`src/rtl/serial_subtractor_4_bit.sv`:
```
// Bit-serial two's-complement subtractor: d = a - b - bin, one bit slice per clock, LSB first.
// A single borrow register is reused across all slices; start/busy/done handshake.
module serial_subtractor_4_bit #(
  parameter int WIDTH = 4
) (
  input  logic             clk,
  input  logic             rst_n,
  input  logic             start,
  input  logic [WIDTH-1:0] a,
  input  logic [WIDTH-1:0] b,
  input  logic             bin,
  output logic [WIDTH-1:0] d,
  output logic             bout,
  output logic             ovf,
  output logic             busy,
  output logic             done
);

  localparam int CW = $clog2(WIDTH);

  typedef enum logic [1:0] {
    IDLE  = 2'd0,
    SHIFT = 2'd1,
    DONE  = 2'd2
  } state_t;

  state_t           state;
  logic [WIDTH-1:0] a_q;
  logic [WIDTH-1:0] b_q;
  logic             br;
  logic [CW-1:0]    count;

  logic ai;
  logic bi;
  logic di;
  logic br_next;
  logic last;

  // One full-subtractor slice, selected by the bit counter.
  assign ai      = a_q[count];
  assign bi      = b_q[count];
  assign di      = ai ^ bi ^ br;
  assign br_next = (~ai & bi) | (~(ai ^ bi) & br);
  assign last    = (count == CW'(WIDTH - 1));

  always_ff @(posedge clk) begin
    if (!rst_n) begin
      state <= IDLE;
      a_q   <= '0;
      b_q   <= '0;
      br    <= 1'b0;
      count <= '0;
      d     <= '0;
      bout  <= 1'b0;
      ovf   <= 1'b0;
      busy  <= 1'b0;
      done  <= 1'b0;
    end else begin
      case (state)
        IDLE, DONE: begin
          done <= 1'b0;
          if (start) begin
            a_q   <= a;
            b_q   <= b;
            br    <= bin;
            count <= '0;
            d     <= '0;
            bout  <= 1'b0;
            ovf   <= 1'b0;
            busy  <= 1'b1;
            state <= SHIFT;
          end else begin
            state <= IDLE;
          end
        end
        SHIFT: begin
          d[count] <= di;
          br       <= br_next;
          count    <= count + 1'b1;
          if (last) begin
            // ovf uses only the latched operand signs and the MSB difference bit.
            count <= '0;
            bout  <= br_next;
            ovf   <= (a_q[WIDTH-1] != b_q[WIDTH-1]) && (di != a_q[WIDTH-1]);
            busy  <= 1'b0;
            done  <= 1'b1;
            state <= DONE;
          end
        end
        default: state <= IDLE;
      endcase
    end
  end

endmodule
```
`config.mk`:
```
export PLATFORM = sky130hd
export DESIGN_NAME = serial_subtractor_4_bit
export DESIGN_NICKNAME = d
export VERILOG_FILES = /design/src/rtl/serial_subtractor_4_bit.sv
export SDC_FILE = /design/constraint.sdc
export NUM_CORES = 1
export LEC_CHECK = 0
export CAP_MARGIN = 20
export CORE_ASPECT_RATIO = 0.8
export CORE_MARGIN = 2
export CORE_UTILIZATION = 33
export DETAILED_ROUTE_END_ITERATION = 6
export GPL_TIMING_DRIVEN = 0
export SYNTH_ARGS = -nofsm -noshare
export SYNTH_HDL_FRONTEND = slang
export SYNTH_SLANG_ARGS = --single-unit
```
`constraint.sdc`:
```
create_clock -name clk -period 5.3 [get_ports clk]
set_input_delay 1.325 -clock clk [delete_from_list [all_inputs] [get_ports clk]]
set_output_delay 1.325 -clock clk [all_outputs]
set_load 0.05 [all_outputs]
```
==> metrics.md <==
| Metric | Value |
|---|---|
| Status | completed |
| Gpl congestion | 0.743 |
| Critical path type | reg2out |
| Seq cells post-synth | 21 |
| Slowest-stage cell, CP | clkdlybuf4s50_1 |
| Leading cell type in the layout, fill and taps excluded | dfxtp_1 |
| Clock Path Buffers | 2 |
| Leak pwr | 0.479 nW |
| I/O Buffers | 19 |
| Hold depth | 2 |
| Post-synthesis adder-cell area fraction | 0.0724 |
| Post-Synth Simple-Gate Area | 0.237 |
| Main combinational cell family by area after synthesis | simple AND/OR/NAND/NOR gates |
| Fmax | 0.360 GHz |
| Sequential share of the synthesized area | 0.435 |
| Share of post-route cells with drive strength above 1 | 0.103 |
| Fin area | 0.00123 mm² |
| Critical path depth | 1 |
| Multiplexer share of the synthesized area | 0.0776 |
| Syn avg cell area | 9.39 µm² |
| Post-layout min period | 2.78 ns |
| Area growth from synthesis to layout | 27.3% |
| Post-DP HPWL | 1.36 mm |
| YS warnings | 0 |
| VDD IR-drop max | 0.000125 V |
| Maxcap violations | 0 |
| Critical path capture point type | primary output |
| Synth area leader | dfxtp_1 |
| Antenna violations before repair | 0 |
| Vias in the first global route | 715 |
| Cell Pwr Density | 245 mW/mm² |
| Root Buffer | clkbuf_4 |
| Final std cells w/o fill | 164 |
| Skew final | 0.00856 ns |
| Largest net degree at the start of global routing | 12 |
| Placed insts | 160 |
| Final core utilization | 0.445 |
| 1st-pass router iterations | 4 |
| Sink Count | 21 |
| Initial DRC count | 71 |
| CTS clk-pin slew, worst paths | 0.12 ns |
| Residual DRC | 0 |
| Die area | 0.00338 mm² |
| Final number of hold-violating endpoints | 0 |
| Routed Antenna Nets | 0 |
| Synth unique cells | 28 |
| H-Tree Level Count | 1 |
| Total gr overflow | 0 |
| Top cells by area, synth | dfxtp_1 (43%), nand2_1 (7.4%), a21oi_1 (6.2%) |
| Drt wl/cell | 11.1 µm |
| GR Util All Layers | 0.128 |
| Initial Utilization | 0.350 |
| Share of the synthesized area in the top cell type | 0.435 |
| Post-Syn Area | 967 µm² |
| Syn nets | 120 |
| Routed wire length | 1.82 mm |
| Synth Area in Compound Gates | 0.115 |
| CP max stage delay | 0.80 ns |
| Post-DP Area | 0.00120 mm² |
| Row cnt | 17 |
| Relative slew slack | 0.669 |
| Worst EP arrival | 1.46 ns |
| First-pass GRT wire length | 3.24 mm |
| CTS Hold Bufs | 0 |
| Die width | 64.5 µm |
| Reg2reg path depth | 6 |
| Routed via count | 764 |
| Max-slew violation count | 0 |
| Total negative slack | 0 ns |
| Fill cells | 281 |
| Setup Fix Bufs, Post-CTS | 0 |
| Data required, critical path | 3.97 ns |
| CTS tree | built |
| CTS Buf Count | 3 |
| Synth Area in XOR/XNOR | 0 |
| Hold Slack | 0.461 ns |
| Syn Inst Count | 103 |
| Worst-path cell chain | clkdlybuf4s50_1 |
| Least-Margin Pin Slew | 0.495 ns |
| Final nets | 144 |
| Die height | 52.4 µm |
| Min-delay worst type | reg2reg |
| Clock Latency Late Sink | 0.30 ns |
| RSZ-0062 raised after global routing | false |
| Boundary Pins | 20 |
| Diode count | 0 |
| Cell family with most CP delay | buffers and inverters |
| CP Max Fanout | 2 |
| Worst Setup Start Kind | flop |
| Final period utilization | 0.525 |
| Core Box Area | 0.00277 mm² |
| Commonest cells after routing, fill and taps aside | dfxtp_1 (21), nand2_1 (19), clkdlybuf4s50_1 (19) |
| Post-CTS sizing | 0 |
| Worst Path Buf+Inv | 1 |
| Vias/cell | 4.66 |
| Endpoints failing setup | 0 |
==> where the power goes <==
| part | total (mW) | switching (mW) | internal, mW |
|---|---|---|---|
| logic | 0.0543 | 0.0277 | 0.0267 |
| clock network | 0.0774 | 0.0481 | 0.0293 |
| registers | 0.170 | 0.00526 | 0.165 |
| total | 0.302 | 0.0810 | 0.221 |
==> sequential cells by signal (all words and copies together), names as in the netlist <==
name and count:
bout 1, b_q 4, count 2, a_q 4, busy 1, d 4, br 1, ovf 1
done 1, state 2
==> synth_stat cells, drive strengths merged <==
| cell type | number |
|---|---|
| nor3b | 1 |
| o21ai | 1 |
| nand3b | 6 |
| or2 | 1 |
| nand3 | 4 |
| a221oi | 1 |
| o21a | 1 |
| nor2b | 1 |
| ha | 4 |
| a2bb2oi | 1 |
| nor4b | 1 |
| nand2b | 2 |
| nand4b | 1 |
| clkinv | 1 |
| nor2 | 8 |
| a31oi | 1 |
| nand2 | 19 |
| a21oi | 13 |
| buf | 5 |
| inv | 4 |
| fa | 1 |
| mux4 | 2 |
| mux2i | 3 |
| dfxtp | 21 |
==> final timing paths <==
kind / slack [ns] / end / start
min reg2reg: 0.46 / b_q[1] / b_q[1]
min: 0.46 / b_q[1] / b_q[1]
max: 2.52 / d[0] / d[0]
max reg2reg: 3.07 / ovf / count[0]
==> cell families (layout without fill, tap and decap cells) <==
family          Yosys count  in the layout
simple gates             44             44
buf+inv                  10             33
compound gates           18             18
mux                       5              5
fa+ha+maj                 5              5
flops                    21             21
==> through the flow <==
step	worst slack (ns)	power, mW
CTS	2.49	0.307
finish	2.52	0.302
global route	2.44	0.320
global placement	2.76	0.228
floorplan	3.28	0.209
detailed placement	2.73	0.229
==> cell type report <==
class | instances | area [µm²] | share of cell area
timing repair buffer | 19 | 190 | 0.154
multi-input combinational | 72 | 485 | 0.394
sequential | 21 | 420 | 0.341
tap | 38 | 47.5 | 0.0386
inverter | 5 | 18.8 | 0.0152
buffer | 5 | 42.5 | 0.0346
clock buffer | 4 | 26.3 | 0.0213
==> routing by layer <==
layer	global-route usage	up-vias	part of all wire	wire (µm)
met1	0.167	350	0.50	908
met3	0.0516	0	0.051	93
met2	0.196	16	0.45	819
met5	0	-	0	0
met4	0.0319	0	0	0
li1	-	398	-	-
Power figures use the tool's default switching activity.
